$ cat src/rtl/rob_commit_if.sv
// Issue, writeback, operand-lookup and commit signals of the reorder buffer.
// The issue/execute side uses the master modport; the ROB uses the slave modport.
interface rob_commit_if #(
   parameter int DEPTH  = 8,
   parameter int IDX_W  = 3,
   parameter int DATA_W = 16,
   parameter int REG_W  = 4
);
   logic              flush;
   logic              alloc_v;
   logic [REG_W-1:0]  alloc_rd;
   logic              alloc_rdy;
   logic [IDX_W-1:0]  alloc_idx;
   logic              wb_v;
   logic [IDX_W-1:0]  wb_idx;
   logic [DATA_W-1:0] wb_data;
   logic [IDX_W-1:0]  src_idx;
   logic              src_done;
   logic [DATA_W-1:0] src_data;
   logic              commit_v;
   logic [IDX_W-1:0]  commit_idx;
   logic [REG_W-1:0]  commit_rd;
   logic [DATA_W-1:0] commit_data;
   logic [IDX_W:0]    count;
   logic              full;
   logic              empty;
   logic              wb_err;

   modport master (
      output flush, alloc_v, alloc_rd, wb_v, wb_idx, wb_data, src_idx,
      input  alloc_rdy, alloc_idx, src_done, src_data,
      input  commit_v, commit_idx, commit_rd, commit_data,
      input  count, full, empty, wb_err
   );

   modport slave (
      input  flush, alloc_v, alloc_rd, wb_v, wb_idx, wb_data, src_idx,
      output alloc_rdy, alloc_idx, src_done, src_data,
      output commit_v, commit_idx, commit_rd, commit_data,
      output count, full, empty, wb_err
   );
endinterface

$ cat src/rtl/rob_commit.sv
// Eight-entry reorder buffer: allocates at tail, accepts out-of-order writeback,
// retires done entries in program order one per cycle, and serves operand lookups.
module rob_commit #(
   parameter int DEPTH  = 8,
   parameter int IDX_W  = 3,
   parameter int DATA_W = 16,
   parameter int REG_W  = 4
) (
   input logic         clk1,
   input logic         rst,
   rob_commit_if.slave bus
);

   localparam int CNT_W = IDX_W + 1;

   logic [DEPTH-1:0]  valid_q, valid_d;
   logic [DEPTH-1:0]  done_q, done_d;
   logic [REG_W-1:0]  rd_q    [DEPTH];
   logic [REG_W-1:0]  rd_d    [DEPTH];
   logic [DATA_W-1:0] value_q [DEPTH];
   logic [DATA_W-1:0] value_d [DEPTH];

   logic [IDX_W-1:0]  head_q, head_d;
   logic [IDX_W-1:0]  tail_q, tail_d;
   logic [CNT_W-1:0]  count_q, count_d;
   logic              wb_err_q, wb_err_d;

   logic              commit_v_q, commit_v_d;
   logic [IDX_W-1:0]  commit_idx_q, commit_idx_d;
   logic [REG_W-1:0]  commit_rd_q, commit_rd_d;
   logic [DATA_W-1:0] commit_data_q, commit_data_d;

   logic full_w;
   logic alloc_ok;
   logic commit_ok;
   logic wb_ok;
   logic src_done_w;

   // Status is taken from registered state only, so a commit never frees a slot
   // for an allocation in the same cycle.
   assign full_w     = (count_q == CNT_W'(DEPTH));
   assign alloc_ok   = bus.alloc_v & ~full_w;
   assign commit_ok  = valid_q[head_q] & done_q[head_q];
   assign wb_ok      = valid_q[bus.wb_idx] & ~done_q[bus.wb_idx];
   assign src_done_w = valid_q[bus.src_idx] & done_q[bus.src_idx];

   always_comb begin
      valid_d       = valid_q;
      done_d        = done_q;
      rd_d          = rd_q;
      value_d       = value_q;
      head_d        = head_q;
      tail_d        = tail_q;
      count_d       = count_q;
      wb_err_d      = wb_err_q;
      commit_v_d    = 1'b0;
      commit_idx_d  = commit_idx_q;
      commit_rd_d   = commit_rd_q;
      commit_data_d = commit_data_q;

      if (bus.flush) begin
         valid_d = '0;
         done_d  = '0;
         head_d  = '0;
         tail_d  = '0;
         count_d = '0;
      end else begin
         // An entry allocated this cycle is still invalid here, so a writeback
         // aimed at it is flagged as an error.
         if (bus.wb_v) begin
            if (wb_ok) begin
               done_d[bus.wb_idx]  = 1'b1;
               value_d[bus.wb_idx] = bus.wb_data;
            end else begin
               wb_err_d = 1'b1;
            end
         end

         if (commit_ok) begin
            valid_d[head_q] = 1'b0;
            done_d[head_q]  = 1'b0;
            head_d          = head_q + IDX_W'(1);
            commit_v_d      = 1'b1;
            commit_idx_d    = head_q;
            commit_rd_d     = rd_q[head_q];
            commit_data_d   = value_q[head_q];
         end

         if (alloc_ok) begin
            valid_d[tail_q] = 1'b1;
            done_d[tail_q]  = 1'b0;
            rd_d[tail_q]    = bus.alloc_rd;
            value_d[tail_q] = '0;
            tail_d          = tail_q + IDX_W'(1);
         end

         count_d = count_q + CNT_W'(alloc_ok) - CNT_W'(commit_ok);
      end
   end

   always_ff @(posedge clk1) begin
      if (rst) begin
         valid_q       <= '0;
         done_q        <= '0;
         for (int i = 0; i < DEPTH; i++) begin
            rd_q[i]    <= '0;
            value_q[i] <= '0;
         end
         head_q        <= '0;
         tail_q        <= '0;
         count_q       <= '0;
         wb_err_q      <= 1'b0;
         commit_v_q    <= 1'b0;
         commit_idx_q  <= '0;
         commit_rd_q   <= '0;
         commit_data_q <= '0;
      end else begin
         valid_q       <= valid_d;
         done_q        <= done_d;
         rd_q          <= rd_d;
         value_q       <= value_d;
         head_q        <= head_d;
         tail_q        <= tail_d;
         count_q       <= count_d;
         wb_err_q      <= wb_err_d;
         commit_v_q    <= commit_v_d;
         commit_idx_q  <= commit_idx_d;
         commit_rd_q   <= commit_rd_d;
         commit_data_q <= commit_data_d;
      end
   end

   assign bus.alloc_rdy   = ~full_w;
   assign bus.alloc_idx   = tail_q;
   assign bus.src_done    = src_done_w;
   assign bus.src_data    = src_done_w ? value_q[bus.src_idx] : '0;
   assign bus.commit_v    = commit_v_q;
   assign bus.commit_idx  = commit_idx_q;
   assign bus.commit_rd   = commit_rd_q;
   assign bus.commit_data = commit_data_q;
   assign bus.count       = count_q;
   assign bus.full        = full_w;
   assign bus.empty       = (count_q == '0);
   assign bus.wb_err      = wb_err_q;

endmodule

$ cat src/flat_wrapper.sv
// flat-port wrapper written by rule: the top's interface ports become plain ports
module rob_commit_flat 
#(
   parameter int DEPTH  = 8,
   parameter int IDX_W  = 3,
   parameter int DATA_W = 16,
   parameter int REG_W  = 4
)
  (clk1, rst, bus_flush, bus_alloc_v, bus_alloc_rd, bus_wb_v, bus_wb_idx, bus_wb_data, bus_src_idx, bus_alloc_rdy, bus_alloc_idx, bus_src_done, bus_src_data, bus_commit_v, bus_commit_idx, bus_commit_rd, bus_commit_data, bus_count, bus_full, bus_empty, bus_wb_err);
  rob_commit_if #(.DEPTH(DEPTH), .IDX_W(IDX_W), .DATA_W(DATA_W), .REG_W(REG_W)) bus_i ();
  input logic clk1;
  input logic rst;
  input wire logic [$bits(bus_i.flush)-1:0] bus_flush;
  input wire logic [$bits(bus_i.alloc_v)-1:0] bus_alloc_v;
  input wire logic [$bits(bus_i.alloc_rd)-1:0] bus_alloc_rd;
  input wire logic [$bits(bus_i.wb_v)-1:0] bus_wb_v;
  input wire logic [$bits(bus_i.wb_idx)-1:0] bus_wb_idx;
  input wire logic [$bits(bus_i.wb_data)-1:0] bus_wb_data;
  input wire logic [$bits(bus_i.src_idx)-1:0] bus_src_idx;
  output wire logic [$bits(bus_i.alloc_rdy)-1:0] bus_alloc_rdy;
  output wire logic [$bits(bus_i.alloc_idx)-1:0] bus_alloc_idx;
  output wire logic [$bits(bus_i.src_done)-1:0] bus_src_done;
  output wire logic [$bits(bus_i.src_data)-1:0] bus_src_data;
  output wire logic [$bits(bus_i.commit_v)-1:0] bus_commit_v;
  output wire logic [$bits(bus_i.commit_idx)-1:0] bus_commit_idx;
  output wire logic [$bits(bus_i.commit_rd)-1:0] bus_commit_rd;
  output wire logic [$bits(bus_i.commit_data)-1:0] bus_commit_data;
  output wire logic [$bits(bus_i.count)-1:0] bus_count;
  output wire logic [$bits(bus_i.full)-1:0] bus_full;
  output wire logic [$bits(bus_i.empty)-1:0] bus_empty;
  output wire logic [$bits(bus_i.wb_err)-1:0] bus_wb_err;
  assign bus_i.flush = bus_flush;
  assign bus_i.alloc_v = bus_alloc_v;
  assign bus_i.alloc_rd = bus_alloc_rd;
  assign bus_i.wb_v = bus_wb_v;
  assign bus_i.wb_idx = bus_wb_idx;
  assign bus_i.wb_data = bus_wb_data;
  assign bus_i.src_idx = bus_src_idx;
  assign bus_alloc_rdy = bus_i.alloc_rdy;
  assign bus_alloc_idx = bus_i.alloc_idx;
  assign bus_src_done = bus_i.src_done;
  assign bus_src_data = bus_i.src_data;
  assign bus_commit_v = bus_i.commit_v;
  assign bus_commit_idx = bus_i.commit_idx;
  assign bus_commit_rd = bus_i.commit_rd;
  assign bus_commit_data = bus_i.commit_data;
  assign bus_count = bus_i.count;
  assign bus_full = bus_i.full;
  assign bus_empty = bus_i.empty;
  assign bus_wb_err = bus_i.wb_err;
  rob_commit #(.DEPTH(DEPTH), .IDX_W(IDX_W), .DATA_W(DATA_W), .REG_W(REG_W)) u_core (.clk1(clk1), .rst(rst), .bus(bus_i));
endmodule
$ cat config.mk
export PLATFORM = sky130hd
export DESIGN_NAME = rob_commit_flat
export DESIGN_NICKNAME = d
export VERILOG_FILES = /design/src/rtl/rob_commit_if.sv /design/src/rtl/rob_commit.sv /design/src/flat_wrapper.sv
export SDC_FILE = /design/constraint.sdc
export NUM_CORES = 1
export LEC_CHECK = 0
export CORE_MARGIN = 3
export CORE_UTILIZATION = 59
export DETAILED_ROUTE_END_ITERATION = 12
export PLACE_DENSITY_LB_ADDON = 0.08
export SYNTH_ARGS = -nofsm -noshare
export SYNTH_HDL_FRONTEND = slang
export SYNTH_SLANG_ARGS = --single-unit
$ cat constraint.sdc
create_clock -name clk1 -period 3.6 [get_ports clk1]
set_input_delay 0.36 -clock clk1 [delete_from_list [all_inputs] [get_ports clk1]]
set_output_delay 0.36 -clock clk1 [all_outputs]
set_load 0.005 [all_outputs]
==> results of run 1 <==
-- registers in the layout, indices dropped and copies added, names as in the netlist, 3 cells and up --
name and cells:
u_core.bus.alloc_idx 3, u_core.bus.commit_data 16, u_core.bus.commit_idx 3, u_core.bus.commit_rd 4, u_core.bus.count 4, u_core.done_q 8, u_core.head_q 3, u_core.rd_q 32
u_core.valid_q 8, u_core.value_q 128
-- report_power, final --
group          switching, mW  total (mW)  internal, mW
clock network          0.935        2.37          1.44
registers            0.00764        2.35          2.34
logic                  0.192       0.297         0.105
total                   1.13        5.02          3.88
-- placed cells by master (no fill, tap or decap), drive strengths merged, types with 2 or more instances in the layout --
| master | instances |
|---|---|
| dfxtp | 211 |
| a22o | 96 |
| clkdlybuf4s50 | 80 |
| nor2 | 71 |
| mux4 | 64 |
| mux2i | 63 |
| a21oi | 55 |
| nand2 | 54 |
| buf | 34 |
| clkbuf | 34 |
| o2bb2ai | 33 |
| o21ai | 26 |
| a211oi | 25 |
| inv | 23 |
| nor2b | 18 |
| nand3 | 16 |
| nor3 | 15 |
| a31oi | 11 |
| nor4 | 11 |
| ha | 8 |
| mux2 | 7 |
| and3 | 6 |
| nor3b | 6 |
| o22ai | 5 |
| nand2b | 4 |
| a22oi | 4 |
| clkinv | 4 |
| and3b | 3 |
| o21a | 3 |
| and2 | 3 |
| nor4b | 3 |
| nand4b | 2 |
| o41ai | 2 |
| xor2 | 2 |
| xnor2 | 2 |
| bufinv | 2 |
| nand3b | 2 |
| or2 | 2 |
-- worst max-delay path, stage by stage, from the launching register on --
cell	delay, ns
dfxtp_1	0.46
nand2_1	0.13
nor2_1	0.11
a31oi_1	0.06
mux4_2	0.71
nor2_1	0.21
clkdlybuf4s50_1	0.52
-- final timing paths --
check,to,slack (ns),cells past startpoint
setup / recovery,bus_src_data[9],0.51,6
hold / removal,u_core.bus.wb_err,0.41,3
setup reg to reg,u_core.value_q[54],0.62,8
hold reg to reg,u_core.rd_q[31],0.46,2
-- layer usage --
metal  track usage, %  up-vias
li1                 -     3724
met1            42.20     4270
met2            53.24      529
met3            5.525       90
met4            11.75        0
met5                0        -
-- stage by stage --
step / worst slack (ns) / util [%] / total power [mW]
floorplan: 1.018 / - / 2.577
global placement: 0.6145 / 66.81 / 2.684
detailed placement: 0.5856 / 66.81 / 2.689
CTS: 0.5105 / 71.30 / 5.035
global route: 0.3893 / 71.30 / 5.156
finish: 0.5063 / 71.30 / 5.018
-- area by class of cell --
cell class	count	share of cell area, %
inverters	24	0.7513
clock buffers	34	5.645
flip-flops and latches	211	35.27
multi-input cells	636	46.62
repair buffers	114	8.765
well taps	220	2.295
clock inverters	5	0.6573
-- Yosys cell counts (all sizes together), types with 7 or more instances --
master	instances	share of area, %
a211oi	25	2.7
a21oi	55	2.7
a22o	96	8.2
a31oi	11	0.67
buf	53	2.9
clkbuf	29	1.1
dfxtp	211	41
ha	8	0.97
inv	22	0.80
mux2	7	0.76
mux2i	63	6.2
mux4	64	14
nand2	54	2.0
nand3	16	0.78
nor2	71	2.8
nor2b	18	1.1
nor3	15	1.0
nor4	11	0.73
o21ai	26	1.3
o2bb2ai	33	2.8
-- logic make-up after synthesis --
logic type,share of synthesized area (%)
adder cells (fa/ha/maj),1.165
AO/OA/AOI/OAI,20.22
flip-flops,40.98
AND/OR/NAND/NOR,11.41
multiplexers,21.02
buffers and inverters,4.856
XOR/XNOR,0.3400
==> qor.yml, run 1 <==
syn-num-nets: 993
rows: 47
grt_max_degree: 50
die_w_um: 138.2
setup_tns_ns: 0
cts_hold_buf: 0
startpoint: "u_core.valid_q[4]"
drc: 0
hold_start: "rst"
post_dp_cell_area_um2: 11240
drt_iter0_drc: 904
root_buffer: "clkbuf_16"
cts_buffer_depth: 3
cp.required_ns: 3.24
synth_edf_count: 0
startpoint_type: "flop"
holdWs_ns: 0.4106
fin_skew_ns: 0.01518
layout-drive-gt1-share_pct: 17.48
finalMaxSlewViolations: 0
clkSinkCount: 211
wl_met3_um: 2899
nets: 1050
layoutNonFillerInstCount: 1244
status: "finished, final reports clean"
grt_pass1_wl_um: 49560
syn_avg_cell_area_um2: 10.82
grt_usage_pct: 31.97
hold_path_class: "in2reg"
drtPass1Iterations: 8
p_leak_nw: 4.204
drt-vias-per-instance: 6.924
die_y_um: 138.2
async_reset_ff_share_pct: 0
io_buffer_count: 82
fin_area_um2: 11990
yosysWarnings: 0
finalSetupViolCount: 0
ant_nets: 0
overflow: 0
end_kind: "primary output"
worstPathMaxFanout: 17
p_per_area_nw_per_um2: 418.4
grt_pass1_vias: 8761
worst_slew_pin_slew_ns: 1.189
antenna_found_initial: 0
num_vias: 8613
slew-limit-headroom_pct: 20.73
crit_arrival_ns: 2.73
area_growth_pct: 16.34
period_minus_slack_ns: 3.094
rsz0062_at_grt: "false"
postCtsSetupBuffers: 0
cts_resized: 0
reg2reg_from: "u_core.bus.count[2]"
wl_met2_um: 15000
path_clk_slew_ns: 0.06
cts_tree: "done"
fillCellCount: 1252
numCtsBuffers: 23
max_freq_mhz: 323.2
antennaDiodeCount: 0
top_level_ports: 83
regArea_um2: 4229
coreArea_um2: 16820
finalHoldViolations: 0
routed.top_layer: "met4"
ys_ff_latch: 211
synth_flop_cell: "dfxtp_1"
maxCapViolations: 0
yosysUniqueCellTypes: 71
wirelength_um: 31530
h-tree-depth: 1
design.die.area_um2: 19090
fin_crit_sh_pct: 85.94
multi_input_area_um2: 5590
crit_type: "reg2out"
netlist_area_um2: 10310
wl_met1_um: 12430
wire_per_inst_um: 25.34
yosysSeqAreaShare_pct: 40.98
place_congestion: 1.002
peakVddDrop_mv: 0.3783
synth_cells: 953
hpwl_um: 20190
insertion_delay_ns: 0.51
placed_cells: 1205
initial_utilization_pct: 61.29
No activity file was read; power rests on OpenSTA's default activity.
==> inputs of run 2 (changes only) <==
- CORE_MARGIN: 3 -> default
==> run 2 against run 1 <==
Cell count rose by 0.32%. Global-route usage grew 3.4 points. Clock-buffer cell count is the same. Clock skew grew 0.0023 ns. Critical path type unchanged. Critical endpoint is now bus_src_data[7]. Largest cell class unchanged.
==> qor.yml, run 2 (synthesis results as in run 1) <==
wire_per_inst_um: 25.12  # -0.88%
status: "finished, final reports clean"
cp_cell_sequence: "nand2_1, nor2_1, a31oi_1, mux4_2, nor2_1, clkdlybuf4s50_1"
largest_register_ffs: 128  # unchanged
cts_hold_buf: 0  # unchanged
crit_family: "multiplexers"
crit_arrival_ns: 2.74  # about the same
timing.critical_path.mode_cell: "nor2_1"
cp.required_ns: 3.24  # about the same
worst_slew_pin_slew_ns: 1.139  # -0.04969 ns
clock_power_share_pct: 48.8  # +1.5 points
crit_type: "reg2out"
nets: 1052  # +0.19%
power_mw: 5.168  # +3.0%
fin_crit_sh_pct: 86.13  # +0.20 points
cts_tree: "done"
rsz0062_at_grt: "false"
initial_utilization_pct: 61.29  # unchanged
root_buffer: "clkbuf_16"
p_per_area_nw_per_um2: 428.5  # +2.4%
slowest_stage: "mux4_2"
placed_cells: 1207  # +0.17%
layoutNonFillerInstCount: 1248  # +0.32%
rows: 47  # unchanged
antennaDiodeCount: 0  # unchanged
swShare_pct: 22.32  # -0.28 points
dpl_worst_slack_ns: 0.5919  # +0.006327 ns
path_clk_slew_ns: 0.06  # about the same
num_vias: 8581  # -0.37%
top_level_ports: 83  # unchanged
wirelength_um: 31350  # -0.56%
max_freq_mhz: 322.5  # -0.23%
pwr-share-comb_pct: 5.8  # about the same
setup_ws_ns: 0.4992  # -0.007054 ns
worstPathMaxFanout: 17  # unchanged
finalHoldViolations: 0  # unchanged
ant_nets: 0  # unchanged
grt_usage_pct: 35.36  # +3.4 points
numCtsBuffers: 23  # unchanged
place_congestion: 0.9681  # -3.4%
period_minus_slack_ns: 3.101  # +0.007054 ns
fin_skew_ns: 0.01753  # +0.002349 ns
reg2reg_depth: 8  # unchanged
most-common-layout-cells: "dfxtp_1 (209), a22o_1 (96), clkdlybuf4s50_1 (80), nor2_1 (66), mux4_2 (63)"
drt-vias-per-instance: 6.876  # -0.69%
overflow: 0  # unchanged
insertion_delay_ns: 0.52  # about the same
maxCapViolations: 0  # unchanged
area_growth_pct: 16.99
drc: 0  # unchanged
worst-path-buf-inv: 1  # unchanged
finalSetupViolCount: 0  # unchanged
io_buffer_count: 82  # unchanged
end_kind: "primary output"
die_w_um: 134.2  # -2.9%
largest_register: "u_core.value_q"
grt_pass1_vias: 8734  # -0.31%
die_y_um: 134.2  # -2.9%
design.die.area_um2: 18000  # -5.7%
setup_tns_ns: 0  # unchanged
slew-limit-headroom_pct: 24.04  # +3.3 points
grt_pass1_wl_um: 49070  # -1.0%
drt_iter0_drc: 843  # -6.7%
grt_max_degree: 50  # unchanged
peakVddDrop_mv: 0.4173  # +10%
h-tree-depth: 1  # unchanged
hpwl_um: 20120  # -0.36%
max_stage_delay_ns: 0.73  # +0.02 ns
clkSinkCount: 211  # unchanged
layout_commonest_cell: "dfxtp_1"
internal_power_mw: 4.014  # +3.4%
cts_resized: 0  # unchanged
layout-drive-gt1-share_pct: 17.70  # +0.22 points
power.switching_mw: 1.153  # +1.7%
antenna_found_initial: 0  # unchanged
p_leak_nw: 4.232  # +0.68%
postCtsSetupBuffers: 0  # unchanged
cts_buffer_depth: 3  # unchanged
fillCellCount: 1244  # -0.64%
holdPathStages: 4  # +1
startpoint_type: "flop"
finalMaxSlewViolations: 0  # unchanged
drtPass1Iterations: 5  # -3
seqPwrFrac_pct: 45.5  # -1.3 points
crit_cells: 6  # unchanged
hold_path_class: "in2reg"
coreArea_um2: 16820  # unchanged
run 2: cell count changes in the layout (fill, tap and decap cells not counted), sizes merged:
cell,delta
bufinv,+2
buf,+2
clkinvlp,+1
clkinv,-1
run 2: routing by layer:
metal,vias to the layer above,GRT usage (%),wire length [um]
met2,494,58.89,15270
met5,-,0,0
met3,98,6.727,2670
met4,0,14.61,1123
li1,3741,-,-
met1,4248,45.24,12280
run 2: area by class of cell:
type,count,area (um^2),share of cell area [%]
clock inverters,7,141.4,1.172
multi-input cells,636,5590,46.36
well taps,220,275.3,2.283
inverters,24,90.09,0.7470
clock buffers,34,666.9,5.530
repair buffers,116,1066,8.840
flip-flops and latches,211,4229,35.07
run 2: power by group through the flow:
stage,sequential [mW],clock [mW],combinational (mW)
after detailed placement,2.40,0,0.291
after global placement,2.40,0,0.285
after CTS,2.35,2.54,0.293
final,2.35,2.52,0.298
after floorplan,2.40,0,0.177
after global routing,2.35,2.64,0.312
run 2: tightest hold or removal path, delay by kind of cell:
family | cells | cell delay, ns
AOI/OAI and AO/OA | 1 | 0.14
buffers and inverters | 3 | 0.38
run 2: metrics by stage:
step           hold WS, ns  instance area, um^2  utilization [%]
2_1_floorplan       0.4315                10310                -
3_3_place_gp        0.4466                11250            66.89
3_5_place_dp        0.4566                11250            66.89
4_1_cts             0.4098                12060            71.70
5_1_grt             0.4305                12060            71.70
6_report            0.4261                12060            71.70
run 2: worst paths after layout:
| check | start | to | slack (ns) |
|---|---|---|---|
| worst max-delay path | u_core.valid_q[4] | bus_src_data[7] | 0.50 |
| worst max register to register | u_core.bus.count[2] | u_core.value_q[54] | 0.67 |
| worst min-delay path | rst | u_core.bus.wb_err | 0.43 |
| worst min register to register | u_core.rd_q[31] | u_core.rd_q[31] | 0.46 |
